$ cat src/rtl/uart_pkg.sv
// Shared UART constants, FSM state types and the oversampling divider helper.
package uart_pkg;

  localparam int PAR_NONE   = 0;
  localparam int PAR_ODD    = 1;
  localparam int PAR_EVEN   = 2;
  localparam int OVERSAMPLE = 16;

  typedef enum logic [2:0] {
    TX_IDLE, TX_START, TX_DATA, TX_PARITY, TX_STOP
  } tx_state_e;

  typedef enum logic [2:0] {
    RX_IDLE, RX_START, RX_DATA, RX_PARITY, RX_STOP, RX_WAIT_HIGH
  } rx_state_e;

  // Rounded clocks per oversample tick, never below 1.
  function automatic int calc_div(input int clk_hz, input int baud);
    int d;
    d = (clk_hz + (OVERSAMPLE / 2) * baud) / (OVERSAMPLE * baud);
    return (d < 1) ? 1 : d;
  endfunction

endpackage

$ cat src/rtl/uart_baud_gen.sv
// Free-running divider emitting a one-cycle tick16_o every DIV clocks.
module uart_baud_gen #(
  parameter int DIV = 1
) (
  input  logic clk,
  input  logic rst,
  output logic tick16_o
);
  localparam int CW = (DIV > 1) ? $clog2(DIV) : 1;

  logic [CW-1:0] cnt_q, cnt_d;

  assign tick16_o = (cnt_q == CW'(DIV - 1));

  always_comb begin
    cnt_d = tick16_o ? '0 : cnt_q + 1'b1;
  end

  always_ff @(posedge clk) begin
    if (rst) cnt_q <= '0;
    else     cnt_q <= cnt_d;
  end
endmodule

$ cat src/rtl/uart_xcvr.sv
// Full-duplex UART: valid/ready byte stream to/from an asynchronous serial line,
// TX timed on the shared tick16, RX 16x oversampled with its own start-aligned phase.
module uart_xcvr
  import uart_pkg::*;
#(
  parameter int CLK_HZ    = 100_000_000,
  parameter int BAUD      = 115200,
  parameter int DATA_BITS = 8,
  parameter int PARITY    = 0,
  parameter int STOP_BITS = 1
) (
  input  logic                 clk,
  input  logic                 rst,
  input  logic [DATA_BITS-1:0] tx_data,
  input  logic                 tx_valid,
  output logic                 tx_ready,
  output logic                 TX,
  input  logic                 RX,
  output logic [DATA_BITS-1:0] rx_data,
  output logic                 rx_valid,
  input  logic                 rx_ready,
  output logic                 rx_parity_err,
  output logic                 rx_frame_err,
  output logic                 rx_overrun
);
  localparam int   DW       = DATA_BITS;
  localparam int   DIV      = calc_div(CLK_HZ, BAUD);
  localparam logic ODD_BIT  = (PARITY == PAR_ODD);
  localparam logic [3:0] LAST_TICK = 4'(OVERSAMPLE - 1);
  localparam logic [3:0] MID_TICK  = 4'(OVERSAMPLE / 2 - 1);

  if (DATA_BITS < 5 || DATA_BITS > 8) begin : g_bad_data_bits
    $error("uart_xcvr: DATA_BITS must be 5..8");
  end
  if (STOP_BITS < 1 || STOP_BITS > 2) begin : g_bad_stop_bits
    $error("uart_xcvr: STOP_BITS must be 1 or 2");
  end
  if (PARITY < 0 || PARITY > 2) begin : g_bad_parity
    $error("uart_xcvr: PARITY must be 0..2");
  end

  logic tick16;
  uart_baud_gen #(.DIV(DIV)) u_baud (.clk(clk), .rst(rst), .tick16_o(tick16));

  // ---------------- transmitter ----------------
  tx_state_e     tx_state_q, tx_state_d;
  logic [3:0]    tx_tick_q, tx_tick_d;
  logic [2:0]    tx_bit_q, tx_bit_d;
  logic [DW-1:0] tx_shift_q, tx_shift_d;
  logic          tx_par_q, tx_par_d;
  logic          tx_line_q, tx_line_d;

  assign tx_ready = (tx_state_q == TX_IDLE);
  assign TX       = tx_line_q;

  always_comb begin
    tx_state_d = tx_state_q;
    tx_tick_d  = tx_tick_q;
    tx_bit_d   = tx_bit_q;
    tx_shift_d = tx_shift_q;
    tx_par_d   = tx_par_q;
    tx_line_d  = tx_line_q;
    if (tx_state_q == TX_IDLE) begin
      if (tx_valid) begin
        tx_state_d = TX_START;
        tx_tick_d  = '0;
        tx_bit_d   = '0;
        tx_shift_d = tx_data;
        tx_par_d   = (^tx_data) ^ ODD_BIT;
        tx_line_d  = 1'b0;
      end
    end else if (tick16) begin
      tx_tick_d = tx_tick_q + 4'd1;
      if (tx_tick_q == LAST_TICK) begin
        case (tx_state_q)
          TX_START: begin
            tx_state_d = TX_DATA;
            tx_line_d  = tx_shift_q[0];
          end
          TX_DATA: begin
            if (tx_bit_q == 3'(DW - 1)) begin
              tx_bit_d = '0;
              if (PARITY != PAR_NONE) begin
                tx_state_d = TX_PARITY;
                tx_line_d  = tx_par_q;
              end else begin
                tx_state_d = TX_STOP;
                tx_line_d  = 1'b1;
              end
            end else begin
              tx_bit_d   = tx_bit_q + 3'd1;
              tx_shift_d = tx_shift_q >> 1;
              tx_line_d  = tx_shift_q[1];
            end
          end
          TX_PARITY: begin
            tx_state_d = TX_STOP;
            tx_bit_d   = '0;
            tx_line_d  = 1'b1;
          end
          TX_STOP: begin
            if (tx_bit_q == 3'(STOP_BITS - 1)) tx_state_d = TX_IDLE;
            else                                tx_bit_d   = tx_bit_q + 3'd1;
            tx_line_d = 1'b1;
          end
          default: tx_state_d = TX_IDLE;
        endcase
      end
    end
  end

  always_ff @(posedge clk) begin
    if (rst) begin
      tx_state_q <= TX_IDLE;
      tx_tick_q  <= '0;
      tx_bit_q   <= '0;
      tx_shift_q <= '0;
      tx_par_q   <= 1'b0;
      tx_line_q  <= 1'b1;
    end else begin
      tx_state_q <= tx_state_d;
      tx_tick_q  <= tx_tick_d;
      tx_bit_q   <= tx_bit_d;
      tx_shift_q <= tx_shift_d;
      tx_par_q   <= tx_par_d;
      tx_line_q  <= tx_line_d;
    end
  end

  // ---------------- receiver ----------------
  logic          rx_meta_q, rx_sync_q, rx_prev_q;
  rx_state_e     rx_state_q, rx_state_d;
  logic [3:0]    rx_phase_q, rx_phase_d;
  logic [2:0]    rx_bit_q, rx_bit_d;
  logic [DW-1:0] rx_shift_q, rx_shift_d;
  logic          rx_pchk_q, rx_pchk_d;
  logic [DW-1:0] rx_data_q, rx_data_d;
  logic          rx_valid_q, rx_valid_d;
  logic          rx_perr_q, rx_perr_d;
  logic          rx_ferr_q, rx_ferr_d;
  logic          rx_ovr_q, rx_ovr_d;
  logic          rx_done, rx_done_ferr;

  assign rx_data       = rx_data_q;
  assign rx_valid      = rx_valid_q;
  assign rx_parity_err = rx_perr_q;
  assign rx_frame_err  = rx_ferr_q;
  assign rx_overrun    = rx_ovr_q;

  always_comb begin
    rx_state_d   = rx_state_q;
    rx_phase_d   = rx_phase_q;
    rx_bit_d     = rx_bit_q;
    rx_shift_d   = rx_shift_q;
    rx_pchk_d    = rx_pchk_q;
    rx_done      = 1'b0;
    rx_done_ferr = 1'b0;
    case (rx_state_q)
      RX_IDLE: begin
        if (rx_prev_q && !rx_sync_q) begin
          rx_state_d = RX_START;
          rx_phase_d = '0;
        end
      end
      RX_START: begin
        if (tick16) begin
          rx_phase_d = rx_phase_q + 4'd1;
          if (rx_phase_q == MID_TICK) begin
            // A line already back high at mid-start is a glitch, not a frame.
            if (rx_sync_q) rx_state_d = RX_IDLE;
            else begin
              rx_state_d = RX_DATA;
              rx_phase_d = '0;
              rx_bit_d   = '0;
              rx_pchk_d  = 1'b0;
            end
          end
        end
      end
      RX_DATA: begin
        if (tick16) begin
          rx_phase_d = rx_phase_q + 4'd1;
          if (rx_phase_q == LAST_TICK) begin
            rx_shift_d = {rx_sync_q, rx_shift_q[DW-1:1]};
            if (rx_bit_q == 3'(DW - 1))
              rx_state_d = (PARITY != PAR_NONE) ? RX_PARITY : RX_STOP;
            else
              rx_bit_d = rx_bit_q + 3'd1;
          end
        end
      end
      RX_PARITY: begin
        if (tick16) begin
          rx_phase_d = rx_phase_q + 4'd1;
          if (rx_phase_q == LAST_TICK) begin
            rx_pchk_d  = (^rx_shift_q) ^ rx_sync_q ^ ODD_BIT;
            rx_state_d = RX_STOP;
          end
        end
      end
      RX_STOP: begin
        if (tick16) begin
          rx_phase_d = rx_phase_q + 4'd1;
          if (rx_phase_q == LAST_TICK) begin
            rx_done      = 1'b1;
            rx_done_ferr = ~rx_sync_q;
            rx_state_d   = rx_sync_q ? RX_IDLE : RX_WAIT_HIGH;
          end
        end
      end
      RX_WAIT_HIGH: if (rx_sync_q) rx_state_d = RX_IDLE;
      default:      rx_state_d = RX_IDLE;
    endcase
  end

  always_comb begin
    rx_data_d  = rx_data_q;
    rx_perr_d  = rx_perr_q;
    rx_ferr_d  = rx_ferr_q;
    rx_valid_d = rx_valid_q & ~rx_ready;
    rx_ovr_d   = 1'b0;
    if (rx_done) begin
      if (!rx_valid_q || rx_ready) begin
        rx_valid_d = 1'b1;
        rx_data_d  = rx_shift_q;
        rx_perr_d  = rx_pchk_q;
        rx_ferr_d  = rx_done_ferr;
      end else begin
        rx_ovr_d = 1'b1;
      end
    end
  end

  always_ff @(posedge clk) begin
    if (rst) begin
      rx_meta_q  <= 1'b1;
      rx_sync_q  <= 1'b1;
      rx_prev_q  <= 1'b1;
      rx_state_q <= RX_IDLE;
      rx_phase_q <= '0;
      rx_bit_q   <= '0;
      rx_shift_q <= '0;
      rx_pchk_q  <= 1'b0;
      rx_data_q  <= '0;
      rx_valid_q <= 1'b0;
      rx_perr_q  <= 1'b0;
      rx_ferr_q  <= 1'b0;
      rx_ovr_q   <= 1'b0;
    end else begin
      rx_meta_q  <= RX;
      rx_sync_q  <= rx_meta_q;
      rx_prev_q  <= rx_sync_q;
      rx_state_q <= rx_state_d;
      rx_phase_q <= rx_phase_d;
      rx_bit_q   <= rx_bit_d;
      rx_shift_q <= rx_shift_d;
      rx_pchk_q  <= rx_pchk_d;
      rx_data_q  <= rx_data_d;
      rx_valid_q <= rx_valid_d;
      rx_perr_q  <= rx_perr_d;
      rx_ferr_q  <= rx_ferr_d;
      rx_ovr_q   <= rx_ovr_d;
    end
  end
endmodule
$ cat config.mk
export PLATFORM = sky130hd
export DESIGN_NAME = uart_xcvr
export DESIGN_NICKNAME = d
export VERILOG_FILES = /design/src/rtl/uart_pkg.sv /design/src/rtl/uart_baud_gen.sv /design/src/rtl/uart_xcvr.sv
export SDC_FILE = /design/constraint.sdc
export NUM_CORES = 1
export LEC_CHECK = 0
export BUFFER_PORTS_ARGS = -buffer_cell sky130_fd_sc_hd__buf_4
export CAP_MARGIN = 40
export CELL_PAD_IN_SITES_DETAIL_PLACEMENT = 0
export CELL_PAD_IN_SITES_GLOBAL_PLACEMENT = 2
export CORE_MARGIN = 3
export CORE_UTILIZATION = 40
export DETAILED_ROUTE_END_ITERATION = 6
export GPL_TIMING_DRIVEN = 0
export PLACE_DENSITY = 0.88
export REMOVE_ABC_BUFFERS = 1
export SLEW_MARGIN = 25
export SYNTH_ARGS = -nofsm -noshare
export SYNTH_HDL_FRONTEND = slang
export SYNTH_SLANG_ARGS = --single-unit
$ cat constraint.sdc
create_clock -name clk -period 3.3 [get_ports clk]
set_input_delay 0.825 -clock clk [delete_from_list [all_inputs] [get_ports clk]]
set_output_delay 0.825 -clock clk [all_outputs]
set_load 0.01 [all_outputs]
### Yosys cells after proc, flatten, opt, wreduce, memory -nomap -nowiden

Index checks and enable logic that the tools add are counted.

| storage, ports and cells | value |
|---|---|
| logic and storage cells | 165 |
| input port bits | 13 |
| bits in registers | 59 |

| cells by class | value |
|---|---|
| multiplexer cells | 71 |
| bitwise logic cells | 5 |
| reduce and logical (&&, ||, !) cells | 31 |
| equality and inequality tests | 34 |
| add/sub/neg operators | 5 |

Operators with widths:

| cell | count |
|---|---|
| 3-bit 2-to-1 mux | 30 |
| 8-bit 2-to-1 mux | 6 |
| 4-bit 2-to-1 mux | 8 |
| 2-bit != test (second input constant) | 11 |
| 1-bit 2-to-1 mux | 19 |
| 3-bit case mux with 6 select lines | 1 |
| 3-bit == test (second input constant) | 5 |
| 5-bit AND reduction | 3 |
| 3-bit by 2-bit == test with 1-bit output (second input constant) | 4 |
| 3-bit case mux with 4 select lines | 1 |
| 4-bit case mux with 3 select lines | 1 |
| 11-bit AND reduction | 1 |
| 2-bit by 1-bit != test with 1-bit output (second input constant) | 5 |
| 2-bit nonzero test | 5 |
| 3-bit logical NOT | 3 |
| 3-bit != test (second input constant) | 3 |
| 3-bit case mux with 3 select lines | 1 |
| 4-bit by 1-bit adder with 4-bit output (second input constant) | 2 |
| 4-bit == test (second input constant) | 2 |
| 4-bit AND reduction | 2 |
| 4-bit nonzero test | 2 |
| 8-bit parity | 1 |
| 7-bit AND reduction | 1 |
| 3-bit by 1-bit adder with 3-bit output (second input constant) | 2 |
| 20 further kinds | 27 |

### Logic depth before layout (Yosys ltp)

| logic depth | value |
|---|---|
| word-level depth | 6 |
| gate-level depth with buffers | 8 |
| mapped depth without buffers | 7 |

### Cells and area by module

Synthesis repeated with hierarchy kept, for this count alone.

| second synthesis, totals | value |
|---|---|
| cells, all modules | 327 |
| area, all modules | 2,889.0 um^2 |

By module, submodules not included:

| module | cells each | times used | seq. area each (um^2) | area an instance (um^2) |
|---|---|---|---|---|
| uart_xcvr | 298 | 1 | 1,061.0 | 2,627.5 |
| uart_baud_gen | 29 | 1 | 120.1 | 261.5 |

### Worst setup path after synthesis

Ideal clock, no wire load.

| timing | value |
|---|---|
| kind | flip-flop to flip-flop |
| from | reg rx_bit_q[0] |
| to | reg rx_bit_q[0] |
| data required time | 3.172 ns |
| path buffers | 0 |
| cell stages (with the launch flop) | 8 |
| arrival | 1.688 ns |
| setup slack | 1.485 ns |
| cells stage by stage | dfxtp_1 ha_1 ha_1 nand2b_1 or2_2 a221oi_2 mux2i_1 nor2_1 |

| on the way | value |
|---|---|
| longest elaborated chain between the ends | 5 |
| elaborated cells between the ends (all ways) | 8 |
| those cells by class | add/sub (1); eq/ne (2); mux (4); reduce/logical (1) |

Ends and longest elaborated chain:

| element | line | RTL |
|---|---|---|
| from (decl) | uart_xcvr.sv:134 | `logic [2:0] rx_bit_q, rx_bit_d;` |
| from (signal assigned) | uart_xcvr.sv:255 | `rx_bit_q <= rx_bit_d;` |
| 3-bit by 1-bit adder with 3-bit output | uart_xcvr.sv:188 | `rx_bit_d = rx_bit_q + 3'd1;` |
| 3-bit 2-to-1 mux | uart_xcvr.sv:185 | `if (rx_bit_q == 3'(DW - 1))` |
| 3-bit 2-to-1 mux | uart_xcvr.sv:183 | `if (rx_phase_q == LAST_TICK) begin` |
| 3-bit 2-to-1 mux | uart_xcvr.sv:181 | `if (tick16) begin` |
| 3-bit case mux with 2 select lines | uart_xcvr.sv:158 | `case (rx_state_q)` |

Parallel ways exist; a longest one is shown, timed or not. The select of a mux whose other input is x is not followed.
A chain may end at the register's enable or synchronous reset.

### Final worst setup path

| timing | value |
|---|---|
| from | reg tx_state_q[1] |
| to | out tx_ready |

| on the way | value |
|---|---|
| longest elaborated chain between the ends | 1 |

Ends and longest elaborated chain:

| element | line | RTL |
|---|---|---|
| from (decl) | uart_xcvr.sv:46 | `tx_state_e tx_state_q, tx_state_d;` |
| from (signal assigned) | uart_xcvr.sv:121 | `tx_state_q <= tx_state_d;` |
| 3-bit logical NOT | uart_xcvr.sv:53 | `assign tx_ready = (tx_state_q == TX_IDLE);` |
| to (decl) | uart_xcvr.sv:16 | `output logic tx_ready,` |

No other way between the ends.

==> impl_metrics.csv <==
group,metric,value,unit
cts,tritoncts,"yes",
cts,root_buffer,"clkbuf_8",
pwr,pwr_density_cell,532.3,mW/mm2
synth,syn_avg_cell_area,9.164,um2
job,cap_violations,0,
critical_path,path_cells,"or3_1 -> inv_2 -> buf_4",
synth,synth_area_leader_cell,"dfxtp_1",
synth,synthCells,321,
global_route,grt-busiest-layer,"met2",
floorplan,rows,30,
global_route,grt_pass1_wl,9.915,mm
critical_path,cp_top_family,"flip-flops",
global_route,grtUsageMet1,0.1910,
pwr,p_int,0.001305,W
global_route,grt_antenna_before_repair,0,
placement,dp_hpwl,3.791,mm
global_route,grt_max_degree,57,
cts,insertion_delay,0.33,ns
critical_path,worst-path-buf-inv,2,
timing,worstMarginPinSlew,0.7778,ns
timing,setup_viol,0,
cts,cts_hold_buf,0,
finish,num_antenna_cells,0,
pwr,swShare,0.2771,
cts,post-cts-setup-buffers,0,
global_route,gr-usage-met2,0.2215,
synth,synth_edf_count,0,
synth,ys_seq_elements,59,
floorplan,io-pin-count,27,
critical_path,r2r_cells,5,
finish,nets,362,
global_route,grt.total_usage,0.1437,
hold_path,min_path_cells,1,
drt,wl_per_cell,12.98,um
finish,postLayoutCoreUtil,0.4883,
synth,synth_most_common_cell,"dfxtp_1",
finish,area_delta_synth_final,15.27,%
synth,synth_area_leaders,"dfxtp_1 40%, mux2i_1 11%, nor2_1 5.4%",
floorplan,start_util,0.4236,
timing,hold_violations,0,
critical_path,crit_path_max_fanout,21,
timing,rsz0062_at_grt,"no",
hold_path,hold_path_class,"reg -> reg",
floorplan,die_area,0.008419,mm2
placement,post_dp_cell_area,0.003166,mm2
synth,ys_seq_area_frac,0.4015,
pwr,pwr-share-clk,0.397,
critical_path,slowest_delay,0.83,ns
drt,vias,2245,
critical_path,crit_arrival,1.74,ns
run_status,status,"complete, no violations",
drt,via_per_inst,5.091,
cts,clock_path_buffers,2,
floorplan,die_w,91.76,um
pwr,seqPwrFrac,0.448,
finish,fill_cells,676,
synth,synth_area,0.002942,mm2
timing,slew_headroom,0.4807,
finish,drive_gt1_frac,0.1768,
synth,synthTopCellsByCount,"59 x dfxtp_1, 42 x nor2_1, 31 x mux2i_1",
synth,synth_ff_type,"dfxtp_1",
timing,finClkSkew,0.008771,ns
timing,period_needed,2.566,ns
pwr,p_switching,0.0005001,W
pwr,peakVddDrop,180.2,uV
critical_path,cp.depth,3,
drt,drt_iter0_drc,71,
floorplan,fp.coreArea,0.006944,mm2
cts,numCtsBuffers,9,
synth,synth_warnings,0,
critical_path,required,2.47,ns
timing,period_share,0.7774,
synth,synth_top_cell_area_share,0.4015,
pwr,comb_power_share,0.155,
cts,htreeDepth,3,
drt,ant_nets,0,
placement,gp_congestion,0.7466,
global_route,gr-usage-met3,0.02953,
global_route,grt_remaining_overflow,0,
timing,final_max_slew_viol_count,0,
placement,io_buffer_count,26,
cts,cts_sinks,59,
pwr,power.leakage,1.330,nW
critical_path,path_class,"reg -> out",
finish,finalInstanceArea,0.003391,mm2
cts,clkTransAtPathRegs,0.07,ns
synth,async_flop_share,0,
global_route,grt_pass1_vias,2114,
floorplan,die_y,91.76,um
critical_path,critPathLaunchType,"flop",
drt,drc,0,
timing,fin_tns_setup,0,ns
drt,finalWirelength,5.723,mm
synth,ys_types,57,
cts,cts_resized,0,
drt,drt-pass1-iter-count,4,
critical_path,cp-end-kind,"output port",
timing,fmax,389.8,MHz
critical_path,slowest_stage,"dfxtp_1",
## power by group through the flow
stage / logic [W] / registers, W / clock network, W
after floorplan: 0.000213 / 0.000808 / 0
after global routing: 0.000318 / 0.000816 / 0.000770
after detailed placement: 0.000283 / 0.000824 / 0
after CTS: 0.000284 / 0.000808 / 0.000745
after global placement: 0.000281 / 0.000824 / 0
final: 0.000280 / 0.000808 / 0.000717
## kinds of logic (layout without fill, tap and decap cells)
logic type      Yosys count  count (layout)  synth area share
simple gates            121             121            0.2208
xor+xnor                 14              14           0.04636
buf+inv                  26              50           0.03998
mux                      31              31            0.1055
fa+ha+maj                 9               9           0.03828
flops                    59              59            0.4015
compound gates           61              61            0.1476
## per-stage QoR
step	instances	setup WS [ns]	total power, W	hold WS [ns]
floorplan	302	1.317	0.001021	0.3895
global placement	424	0.8203	0.001105	0.3999
detailed placement	424	0.7816	0.001107	0.4022
CTS	440	0.6925	0.001837	0.4201
global route	441	0.5763	0.001903	0.4378
finish	441	0.7345	0.001805	0.4160
## metal layers
metal  share of wire  up-vias
met5               0        -
met4           0.018        0
met3           0.038        8
met2            0.45       36
met1            0.50     1035
li1                -     1166
## sequential cells by signal, indices dropped and copies added, names as in the netlist, 3 cells and up
signal and count:
tx_shift_q 8, tx_tick_q 4, u_baud.cnt_q 6, rx_phase_q 4
rx_bit_q 3, rx_state_q 3, rx_data 8, tx_state_q 3
tx_bit_q 3, rx_shift_q 8
## final timing paths
kind                       from            end  slack, ns
setup / recovery  tx_state_q[1]       tx_ready       0.73
hold / removal        rx_meta_q      rx_sync_q       0.42
setup reg to reg  tx_state_q[1]  tx_shift_q[1]       1.04
hold reg to reg       rx_meta_q      rx_sync_q       0.42
## cell usage in the layout (no fill, tap or decap), types with 2 or more instances in the layout
cell type / synthesis / routed
o21ai_0: 12 / 12
nand4_2: 2 / 2
nor3_1: 8 / 8
nor2_1: 42 / 42
bufinv_16: 0 / 2
or3_1: 2 / 2
xor2_1: 4 / 4
nand4_1: 4 / 4
o211ai_1: 2 / 2
ha_1: 9 / 9
mux2i_1: 31 / 31
or2_2: 4 / 4
nand2_1: 14 / 14
a21oi_1: 20 / 20
nand3_1: 6 / 6
a211oi_2: 3 / 3
nor2b_1: 6 / 6
inv_1: 6 / 6
clkinv_4: 0 / 2
dfxtp_1: 59 / 59
and3_1: 4 / 4
o21a_1: 2 / 2
nand3b_1: 3 / 3
nor3b_1: 3 / 3
buf_4: 1 / 27
clkbuf_8: 0 / 9
nand2b_1: 12 / 12
xnor2_1: 9 / 9
a211oi_1: 7 / 7
## layout make-up
type / instances / area (um2) / share of cell area
Clock buffer: 10 / 127.6 / 0.03764
Clock inverter: 6 / 90.09 / 0.02657
Inverter: 7 / 26.28 / 0.007749
Multi-Input combinational cell: 236 / 1643 / 0.4845
Sequential cell: 59 / 1181 / 0.3483
Tap cell: 96 / 120.1 / 0.03542
Timing Repair Buffer: 27 / 202.7 / 0.05978
No activity file was read; power rests on OpenSTA's default activity.
